**src/rtl/regfile_wb_arb.sv**
```systemverilog
// Writeback arbiter for the register file write port.
// Load and ALU results are queued in a small circular FIFO and retired one
// per cycle. A mask of queued destinations is exported for issue stalls.
module regfile_wb_arb #(
    parameter int DATA_W     = 32,
    parameter int ADDR_W     = 5,
    parameter int FIFO_DEPTH = 4
) (
    input  logic                        clk_i,
    input  logic                        rst_ni,
    input  logic                        alu_valid_i,
    output logic                        alu_ready_o,
    input  logic [ADDR_W-1:0]           alu_rd_i,
    input  logic [DATA_W-1:0]           alu_data_i,
    input  logic                        ld_valid_i,
    output logic                        ld_ready_o,
    input  logic [ADDR_W-1:0]           ld_rd_i,
    input  logic [DATA_W-1:0]           ld_data_i,
    output logic                        we_o,
    output logic [ADDR_W-1:0]           waddr_o,
    output logic [DATA_W-1:0]           wdata_o,
    output logic [(1<<ADDR_W)-1:0]      pend_mask_o,
    output logic [$clog2(FIFO_DEPTH):0] fifo_count_o
);

    localparam int PTR_W = $clog2(FIFO_DEPTH);
    localparam int CNT_W = PTR_W + 1;
    localparam int NREG  = 1 << ADDR_W;

    logic [ADDR_W-1:0] rd_mem_q   [FIFO_DEPTH];
    logic [DATA_W-1:0] data_mem_q [FIFO_DEPTH];
    logic [PTR_W-1:0]  rd_ptr_q, rd_ptr_d;
    logic [PTR_W-1:0]  wr_ptr_q, wr_ptr_d;
    logic [CNT_W-1:0]  count_q, count_d;

    logic [CNT_W-1:0]  free;
    logic              ld_rdy, alu_rdy;
    logic              ld_push, alu_push, pop;
    logic [PTR_W-1:0]  alu_slot;

    // Readiness from occupancy at the start of the cycle; the pop in flight
    // is deliberately not credited so both pushes always find room.
    always_comb begin
        free     = CNT_W'(FIFO_DEPTH) - count_q;
        ld_rdy   = (free != '0);
        alu_rdy  = (free >= CNT_W'(2)) | ((free != '0) & ~ld_valid_i);
        ld_push  = ld_valid_i & ld_rdy & (ld_rd_i != '0);
        alu_push = alu_valid_i & alu_rdy & (alu_rd_i != '0);
        pop      = (count_q != '0);
        alu_slot = wr_ptr_q + PTR_W'(ld_push);
        rd_ptr_d = rd_ptr_q + PTR_W'(pop);
        wr_ptr_d = wr_ptr_q + PTR_W'(ld_push) + PTR_W'(alu_push);
        count_d  = count_q + CNT_W'(ld_push) + CNT_W'(alu_push) - CNT_W'(pop);
    end

    // Pointer and occupancy state.
    always_ff @(posedge clk_i or negedge rst_ni) begin
        if (!rst_ni) begin
            rd_ptr_q <= '0;
            wr_ptr_q <= '0;
            count_q  <= '0;
        end else begin
            rd_ptr_q <= rd_ptr_d;
            wr_ptr_q <= wr_ptr_d;
            count_q  <= count_d;
        end
    end

    // Entry storage; the load is older, so it takes the first free slot.
    always_ff @(posedge clk_i or negedge rst_ni) begin
        if (!rst_ni) begin
            for (int i = 0; i < FIFO_DEPTH; i++) begin
                rd_mem_q[i]   <= '0;
                data_mem_q[i] <= '0;
            end
        end else begin
            if (ld_push) begin
                rd_mem_q[wr_ptr_q]   <= ld_rd_i;
                data_mem_q[wr_ptr_q] <= ld_data_i;
            end
            if (alu_push) begin
                rd_mem_q[alu_slot]   <= alu_rd_i;
                data_mem_q[alu_slot] <= alu_data_i;
            end
        end
    end

    // Pending mask: OR of one-hot destinations over occupied entries only.
    always_comb begin
        logic [PTR_W-1:0] off;
        pend_mask_o = '0;
        off         = '0;
        for (int i = 0; i < FIFO_DEPTH; i++) begin
            off = PTR_W'(i) - rd_ptr_q;
            if (CNT_W'(off) < count_q) begin
                pend_mask_o[rd_mem_q[i]] = 1'b1;
            end
        end
        pend_mask_o[0] = 1'b0;
    end

    // Commit port from queue registers only; readies are forced low in reset.
    always_comb begin
        we_o         = pop;
        waddr_o      = pop ? rd_mem_q[rd_ptr_q]   : '0;
        wdata_o      = pop ? data_mem_q[rd_ptr_q] : '0;
        fifo_count_o = count_q;
        ld_ready_o   = rst_ni & ld_rdy;
        alu_ready_o  = rst_ni & alu_rdy;
    end

    logic unused_ok;
    assign unused_ok = (NREG > 0);

endmodule

```
**config.mk**
```make
export PLATFORM = sky130hd
export DESIGN_NAME = regfile_wb_arb
export DESIGN_NICKNAME = d
export VERILOG_FILES = /design/src/rtl/regfile_wb_arb.sv
export SDC_FILE = /design/constraint.sdc
export NUM_CORES = 1
export LEC_CHECK = 0
export BUFFER_PORTS_ARGS = -buffer_cell sky130_fd_sc_hd__buf_2
export CAP_MARGIN = 20
export CORE_MARGIN = 5
export CORE_UTILIZATION = 30
export CTS_BUF_LIST = sky130_fd_sc_hd__clkbuf_4 sky130_fd_sc_hd__clkbuf_8
export DETAILED_ROUTE_END_ITERATION = 10
export GPL_TIMING_DRIVEN = 0
export PLACE_DENSITY = 0.48
export SYNTH_ARGS = -nofsm -noshare
export SYNTH_HDL_FRONTEND = slang
export SYNTH_SLANG_ARGS = --single-unit
```
**constraint.sdc**
```tcl
create_clock -name clk_i -period 3.5 [get_ports clk_i]
set_input_delay 0.7 -clock clk_i [delete_from_list [all_inputs] [get_ports clk_i]]
set_output_delay 0.7 -clock clk_i [all_outputs]
set_load 0.01 [all_outputs]
```
Word level (Yosys, flattened, before mapping)
Index checks and enable logic that the tools add are counted.
{"block": "totals", "inputBits": 78, "register_bits": 155, "output_inout_bits": 75}
{"block": "op_classes", "bitwise_logic": 15, "n_reduce_logical": 10, "mux": 36, "add_sub_neg": 11, "order_cmp": 18}
{"op": "$mux 32", "count": 9}
{"op": "$bwmux 128", "count": 2}
{"op": "$mux 128", "count": 2}
{"op": "$demux 32 s2", "count": 2}
{"op": "$or 32x32->32", "count": 3}
{"op": "$bmux 32 s2", "count": 1}
{"op": "$bwmux 20", "count": 2}
{"op": "$mux 20", "count": 2}
{"op": "$mux 5", "count": 5}
{"op": "$lt 5x6->1 const B", "count": 4}
{"op": "$demux 1 s5", "count": 4}
{"op": "$demux 5 s2", "count": 2}
{"op": "$ge 5x1->1 const B", "count": 4}
{"op": "$lt 2x3->1", "count": 4}
{"op": "$bmux 5 s2", "count": 1}
{"op": "$reduce_bool 5->1", "count": 2}
{"op": "$ge 3x3->1 const B", "count": 3}
{"op": "$not 2->3", "count": 3}
{"op": "$and 1x1->1", "count": 7}
{"op": "$add 2x1->2", "count": 3}
{"op": "$add 3x1->3", "count": 2}
{"op": "$logic_and 1x1->1", "count": 6}
{"op": "$lt 3x1->1 const B", "count": 2}
{"op": "$reduce_bool 3->1", "count": 2}
{"op": "8 further kinds", "count": 13}

Logic depth before layout (Yosys ltp)
Gate-level depths: netlist of the first run.
{"block": "depth", "ltp_word": 12, "mapped_depth": 14, "depth_no_buf": 12}

Worst setup path after synthesis of the first run
OpenSTA, ideal clock, no wires.
{"block": "synth_timing", "path_kind": "register -> output", "start": "register rd_ptr_q[0]", "end": "output port pend_mask_o[19]", "t_arrival_ns": 2.514, "required_ns": 2.800, "path_slack_ns": 0.286, "path_buffers": 2, "stages_incl_launch_ff": 9, "cell_sequence": "dfrtp_1 > buf_2 > buf_2 > xor2_1 > ha_1 > a21oi_1 > o21ai_0 > nor3_1 > or4_1"}
{"block": "synth_between", "elab_chain_cells": 9, "word_cells_on_any_way": 15, "classes_between": "4 x add/sub; 4 x order compare; 4 x mux; 3 x bitwise"}
{"element": "from (decl)", "line_no": "32", "text": "logic [PTR_W-1:0] rd_ptr_q, rd_ptr_d;"}
{"element": "from (signal assigned)", "line_no": "63", "text": "rd_ptr_q <= rd_ptr_d;"}
{"element": "$sub 1x2->2", "line_no": "94", "text": "off = PTR_W'(i) - rd_ptr_q;"}
{"element": "$lt 2x3->1", "line_no": "95", "text": "if (CNT_W'(off) < count_q) begin"}
{"element": "$mux 32", "line_no": "95"}
{"element": "$or 32x32->32 (no source line)"}
{"element": "$mux 32", "line_no": "95"}
{"element": "$or 32x32->32 (no source line)"}
{"element": "$mux 32", "line_no": "95"}
{"element": "$or 32x32->32 (no source line)"}
{"element": "$mux 32 (*)", "line_no": "95"}
{"element": "to (decl)", "line_no": "22", "text": "output logic [(1<<ADDR_W)-1:0] pend_mask_o,"}
Every way passes the cells marked *; elsewhere a longest branch is shown, timed or not.

Worst setup path in the final report of the first run
Ends and elaborated chain as after synthesis.

==> flow_summary.toml, run 1 <==
[floorplan]
dieArea_um2 = 36700
die_h_um = 192
ios = 153
start_util = 0.304
rows = 66
die_x_um = 192
core-area_um2 = 32500

[power]
ir_drop_uv = 353
clkPwrFrac = 0.113
total_power_mw = 13.3
internal_power_mw = 7.06
p_leak_nw = 5.13
sequentialPowerShare = 0.248
switchingPower_mw = 6.20
combPwrFrac = 0.639
p_per_area_nw_per_um2 = 1100
p_sw_frac = 0.468

[detailed_routing]
vias_per_cell = 5.30
firstDrtPassIters = 5
drc = 0
vias = 8839
wirelength_um = 37400
drt_first_iter_violations = 769
detail_route.wl_per_cell_um = 22.4
drtAntennaViolNets = 0

[worst_setup_path]
cp_data_arrival_time_ps = 2740
path_depth = 9
critical_path.max_stage_delay_ps = 560
cp-start-kind = "flip-flop"
path_buf_inv = 3
crit_path_end_kind = "primary output"
critPathKind = "flip-flop to primary output"
critPathRequiredTime_ps = 2800
cp_top_family = "simple AND/OR/NAND/NOR gates"
r2r_cells = 11
crit_fanout = 2
worstPathCellList = "buf_12 -> buf_16 -> xor2_4 -> ha_1 -> a21oi_1 -> o21ai_2 -> nor3_1 -> or4_1 -> buf_2"
cpMaxStageDelayCell = "or4_1"

[cells_and_area]
syn2layout_area_growth_pct = 21.3
nFillCells = 3444
nets = 1302
drive_above_1_share = 0.282
fin_area_um2 = 12000

[global_routing]
grt_pass1_wl_um = 57000
grt_pass1_vias = 8938
groute.usage.overall = 0.204
grt_start_max_net_pins = 115
antenna_found_initial = 9
overflow = 0

[placement]
hpwl_um = 26000
port-buffer-count = 151
place_congestion = 0.943
dpl_cell_area_um2 = 11200

[synth]
yosysMostFrequentCell = "dfrtp_1"
synth_fp_nets = 1118
synth_seq_area_share = 0.392
yosysTopAreaCellShare = 0.392
yosys-top-cells-area = "dfrtp_1, mux2i_1, mux4_2"
async_flop_share = 1.00
avgSynthCellArea_um2 = 9.65
yosysWarnings = 0
synth_area_leader_cell = "dfrtp_1"
syn_area_um2 = 9900
synth_edf_count = 0
synth-seq-cells = 155
yosysUniqueCellTypes = 53
synth_ff_type = "dfrtp_1"
postSynthCellCount = 1026
synth_commonest_cells = "dfrtp_1, mux2i_1, nor2_1"

[cts]
cts_buffer_depth = 2
clock_latency_ps = 460
cts.sink_count = 155
cts-htree-levels = 4
cts_buffers = 17
cts_root_buffer = "clkbuf_8"
clkTransAtPathRegs_ps = 90
cts_tree = "done"

[sta]
setup_tns_ps = 0
rsz0062_at_grt = "yes"
fin_crit_ps = 3440
fmax_mhz = 291
timing.final.crit_share = 0.982
hold_viol_final = 0
worstMarginPinSlew_ps = 974
relSlewSlack = 0.351
skew_ps = 13.5
setup_viol = 0
finalMaxSlewViolations = 0

[run_status]
status = "complete, no violations"

[flow_run]
cap_violations = 0

[worst_hold_path]
hold_path_class = "input pin to asynchronous set/reset pin"
==> power by group through the flow <==
stage	registers, mW	logic [mW]	clock network [mW]
after floorplan	3.12	5.30	0
after global placement	3.29	7.91	0
after detailed placement	3.29	7.98	0
after CTS	3.27	8.24	1.54
after global routing	3.41	9.22	1.62
final	3.29	8.48	1.50
==> layout make-up <==
class	count	area [µm²]	share of cell area
plain buffers	83	567	0.0472
clock inverters	12	163	0.0135
diodes	3	7.51	0.000625
multi-input cells	777	5630	0.469
well taps	442	553	0.0460
flip-flops and latches	155	3880	0.323
repair buffers	166	905	0.0753
inverters	10	43.8	0.00364
clock buffers	19	262	0.0218
==> cells by family (layout without fill, tap and decap cells) <==
logic type      after synthesis  after routing  synth area share
fa+ha+maj                    14             14            0.0184
buf+inv                      94            290            0.0513
other cells                   1              4          0.000379
flops                       155            155             0.392
simple gates                364            364             0.173
mux                         185            185             0.234
compound gates              206            206             0.126
xor+xnor                      7              7           0.00619
==> final timing paths <==
kind	startpoint	end	slack (ps)
max reg2reg	fifo_count_o[0]	rd_mem_q[7]	270
min in group clk_i	alu_data_i[10]	data_mem_q[42]	490
min reg2reg	data_mem_q[48]	data_mem_q[48]	570
max in group asynchronous	rst_ni	rd_ptr_q[0]	2400
min	rst_ni	data_mem_q[52]	120
max	rd_ptr_q[0]	pend_mask_o[19]	60
==> sequential cells by signal (all words and copies together), names as in the netlist <==
| signal | cells |
|---|---|
| data_mem_q | 128 |
| rd_mem_q | 20 |
| fifo_count_o | 3 |
| rd_ptr_q | 2 |
| wr_ptr_q | 2 |
==> repair_timing <==
action                                  4_1_cts  5_1_grt
endpoints found under the setup margin      134      156
resized for setup                            61       29
hold buffers                                  0        0
buffers inserted                              4       10
pin swaps                                     2        7
==> layout by cell type (no fill, tap or decap), types with 3 or more instances in the layout <==
| master | Yosys | routed |
|---|---|---|
| buf_2 | 23 | 172 |
| dfrtp_1 | 155 | 153 |
| mux2i_1 | 148 | 148 |
| nor2_1 | 107 | 107 |
| nand2_1 | 106 | 105 |
| o21ai_0 | 79 | 76 |
| a21oi_1 | 59 | 57 |
| and2_1 | 42 | 41 |
| mux4_2 | 37 | 37 |
| nand3_1 | 24 | 24 |
| a22oi_1 | 24 | 23 |
| nand4_1 | 22 | 22 |
| clkbuf_2 | 1 | 21 |
| clkbuf_1 | 48 | 21 |
| a21oi_2 | 19 | 20 |
| clkbuf_8 | 0 | 19 |
| nand2b_1 | 18 | 17 |
| nor3_1 | 18 | 17 |
| buf_4 | 1 | 15 |
| ha_1 | 13 | 12 |
| buf_12 | 7 | 9 |
| o211ai_1 | 7 | 7 |
| nor2b_1 | 9 | 7 |
| inv_1 | 8 | 6 |
| clkbuf_4 | 0 | 5 |
| or4_1 | 6 | 4 |
| o221ai_1 | 4 | 4 |
| diode_2 | 0 | 3 |
| clkinvlp_4 | 0 | 3 |
| o21ai_2 | 0 | 3 |
| and3_1 | 3 | 3 |
| nor4_1 | 3 | 3 |
| xnor2_1 | 4 | 3 |
| bufinv_16 | 0 | 3 |
| inv_6 | 0 | 3 |
| clkinv_4 | 0 | 3 |
==> metal layers <==
metal,global-route usage,vias up,part of all wire
met5,0,-,0.0022
met4,0.0555,16,0.024
met3,0.0480,67,0.073
met2,0.329,364,0.47
met1,0.277,4349,0.43
li1,-,4043,-
==> metrics by stage <==
step / hold WS [ps] / cells / utilization / setup WS (ps)
floorplan: 404 / 1026 / - / 286
global placement: 541 / 1619 / 0.345 / -1330
detailed placement: 552 / 1620 / 0.346 / -793
CTS: 111 / 1654 / 0.364 / -49.0
global route: 115 / 1665 / 0.369 / -10.3
finish: 124 / 1667 / 0.369 / 64.2
Power figures use the tool's default switching activity.
==> inputs of run 2 (changes only) <==
clock period = 4.1 ns   (was 3.5 ns; I/O delays follow)
==> run 2 against run 1 <==
Utilization fell by 0.87 points. Non-clock buffer count fell by 14. Via count shrank 1.3%. Sequential power fell by 15%. Sequential cell count unchanged. Die area stayed put. Design area decreased by 2.4%. Global-route usage decreased by 0.12 points. Combinational power down 19%. Sequential share of layout area up 0.77 points. Critical path type unchanged. Largest cell class unchanged. Largest power group unchanged.
==> flow_summary.toml, run 2 (synthesized netlist as in run 1, its figures left out) <==
[run_status]
status = "complete, no violations"

[worst_setup_path]
crit_path_end_kind = "primary output"
cp-start-kind = "flip-flop"
rrSetupSlack_ps = 340
worstPathCellList = "clkinv_1 -> ha_1 -> inv_1 -> clkbuf_1 -> clkbuf_1 -> and2_1 -> buf_2"
cpMaxStageDelayCell = "clkbuf_1"
worstReg2RegEnd = "rd_mem_q[18]"
critPathRequiredTime_ps = 3280
critical_path.max_stage_delay_ps = 570
cp_data_arrival_time_ps = 3140
r2r_cells = 12
reg2reg_from = "fifo_count_o[2]"
cp_top_family = "buffers and inverters"
path_depth = 7
critPathMostFrequentCell = "clkbuf_1"
path_buf_inv = 5
critPathKind = "flip-flop to primary output"
crit_fanout = 10

[sta]
worstMarginPinSlew_ps = 974
whs_ps = 232
rsz0062_at_grt = "yes"
timing.final.crit_share = 0.967
finalMaxSlewViolations = 0
layout_setup_ws_ps = 136
relSlewSlack = 0.351
fin_crit_ps = 3960
skew_ps = 13.1
setup_viol = 0
fmax_mhz = 252
hold_viol_final = 0
setup_tns_ps = 0

[global_routing]
grt_pass1_wl_um = 56700
overflow = 0
grt_start_max_net_pins = 115
groute.usage.overall = 0.203
grt_pass1_vias = 8904
antenna_found_initial = 9

[detailed_routing]
wirelength_um = 37200
vias = 8723
drc = 0
drtAntennaViolNets = 0
drt_first_iter_violations = 829
detail_route.wl_per_cell_um = 22.5
firstDrtPassIters = 5
vias_per_cell = 5.28

[floorplan]
die_x_um = 192
rows = 66
start_util = 0.304
dieArea_um2 = 36700
die_h_um = 192
ios = 153
core-area_um2 = 32500

[power]
total_power_mw = 11.0
ir_drop_uv = 302
p_leak_nw = 4.97
p_per_area_nw_per_um2 = 935

[cells_and_area]
drive_above_1_share = 0.243
multi_input_area_um2 = 5530
layout_common_cells = "buf_2, dfrtp_1, mux2i_1"
ff_latch_area_um2 = 3880
syn2layout_area_growth_pct = 18.5
largest_reg_flops = 128
layout.cells.non_filler = 1651
fin_area_um2 = 11700
final_util = 0.361
nets = 1288
regMostFlops = "data_mem_q"
mostFrequentLayoutCell = "buf_2"
nFillCells = 3468

[placement]
hpwl_um = 26000
port-buffer-count = 151
placedCellCount = 1620
pre_cts_ws_ps = -313
dpl_cell_area_um2 = 11200
place_congestion = 0.943

[cts]
clkTransAtPathRegs_ps = 90
post_cts_buffers = 0
cts_root_buffer = "clkbuf_8"
cts_buffer_depth = 2
cts_buffers = 17
hold_buffers = 0
clock_latency_ps = 470
cts.sink_count = 155
cts-htree-levels = 4
cts_tree = "done"

[flow_run]
cap_violations = 0

[worst_hold_path]
hold_path_class = "input pin to asynchronous set/reset pin"
## run 2: cell types whose count changed in the layout (fill, tap and decap cells not counted), sizes merged
cell      delta
clkinvlp     -1
buf         -15
clkbuf       +1
diode        -2
clkinv       +1
## run 2: worst max-delay path by stage
stage | start | end | slack, ps
3_5_place_dp | rd_ptr_q[0] | pend_mask_o[19] | -310
6_report | fifo_count_o[2] | wdata_o[19] | 140
5_1_grt | fifo_count_o[2] | data_mem_q[113] | -70
4_1_cts | rd_ptr_q[0] | pend_mask_o[3] | 5
3_3_place_gp | rst_ni | ld_ready_o | -970
2_1_floorplan | rd_ptr_q[0] | pend_mask_o[19] | 770
## run 2: power by group
| group | total [mW] | switching, mW | internal, mW |
|---|---|---|---|
| combinational | 6.88 | 4.09 | 2.79 |
| sequential | 2.80 | 0.458 | 2.34 |
| clock | 1.29 | 0.647 | 0.639 |
| total | 11.0 | 5.19 | 5.77 |
## run 2: timing repair
item | in CTS | in global routing
pin swaps | 0 | 0
resized for setup | 20 | 15
setup endpoints to repair | 41 | 45
## run 2: routing by layer
layer,global-route usage,part of all wire,up-vias
met5,0,0.0024,-
met4,0.0472,0.019,16
met3,0.0471,0.071,58
met2,0.329,0.47,322
met1,0.277,0.44,4314
li1,-,-,4013
## run 2: area by class of cell
type                       instances  share of cell area
timing repair buffer             152              0.0676
multi-input combinational        777               0.472
clock inverter                    12              0.0139
clock buffer                      19              0.0223
buffer                            83              0.0433
inverter                          10             0.00320
tap                              442              0.0471
antenna                            1            0.000213
sequential                       155               0.331
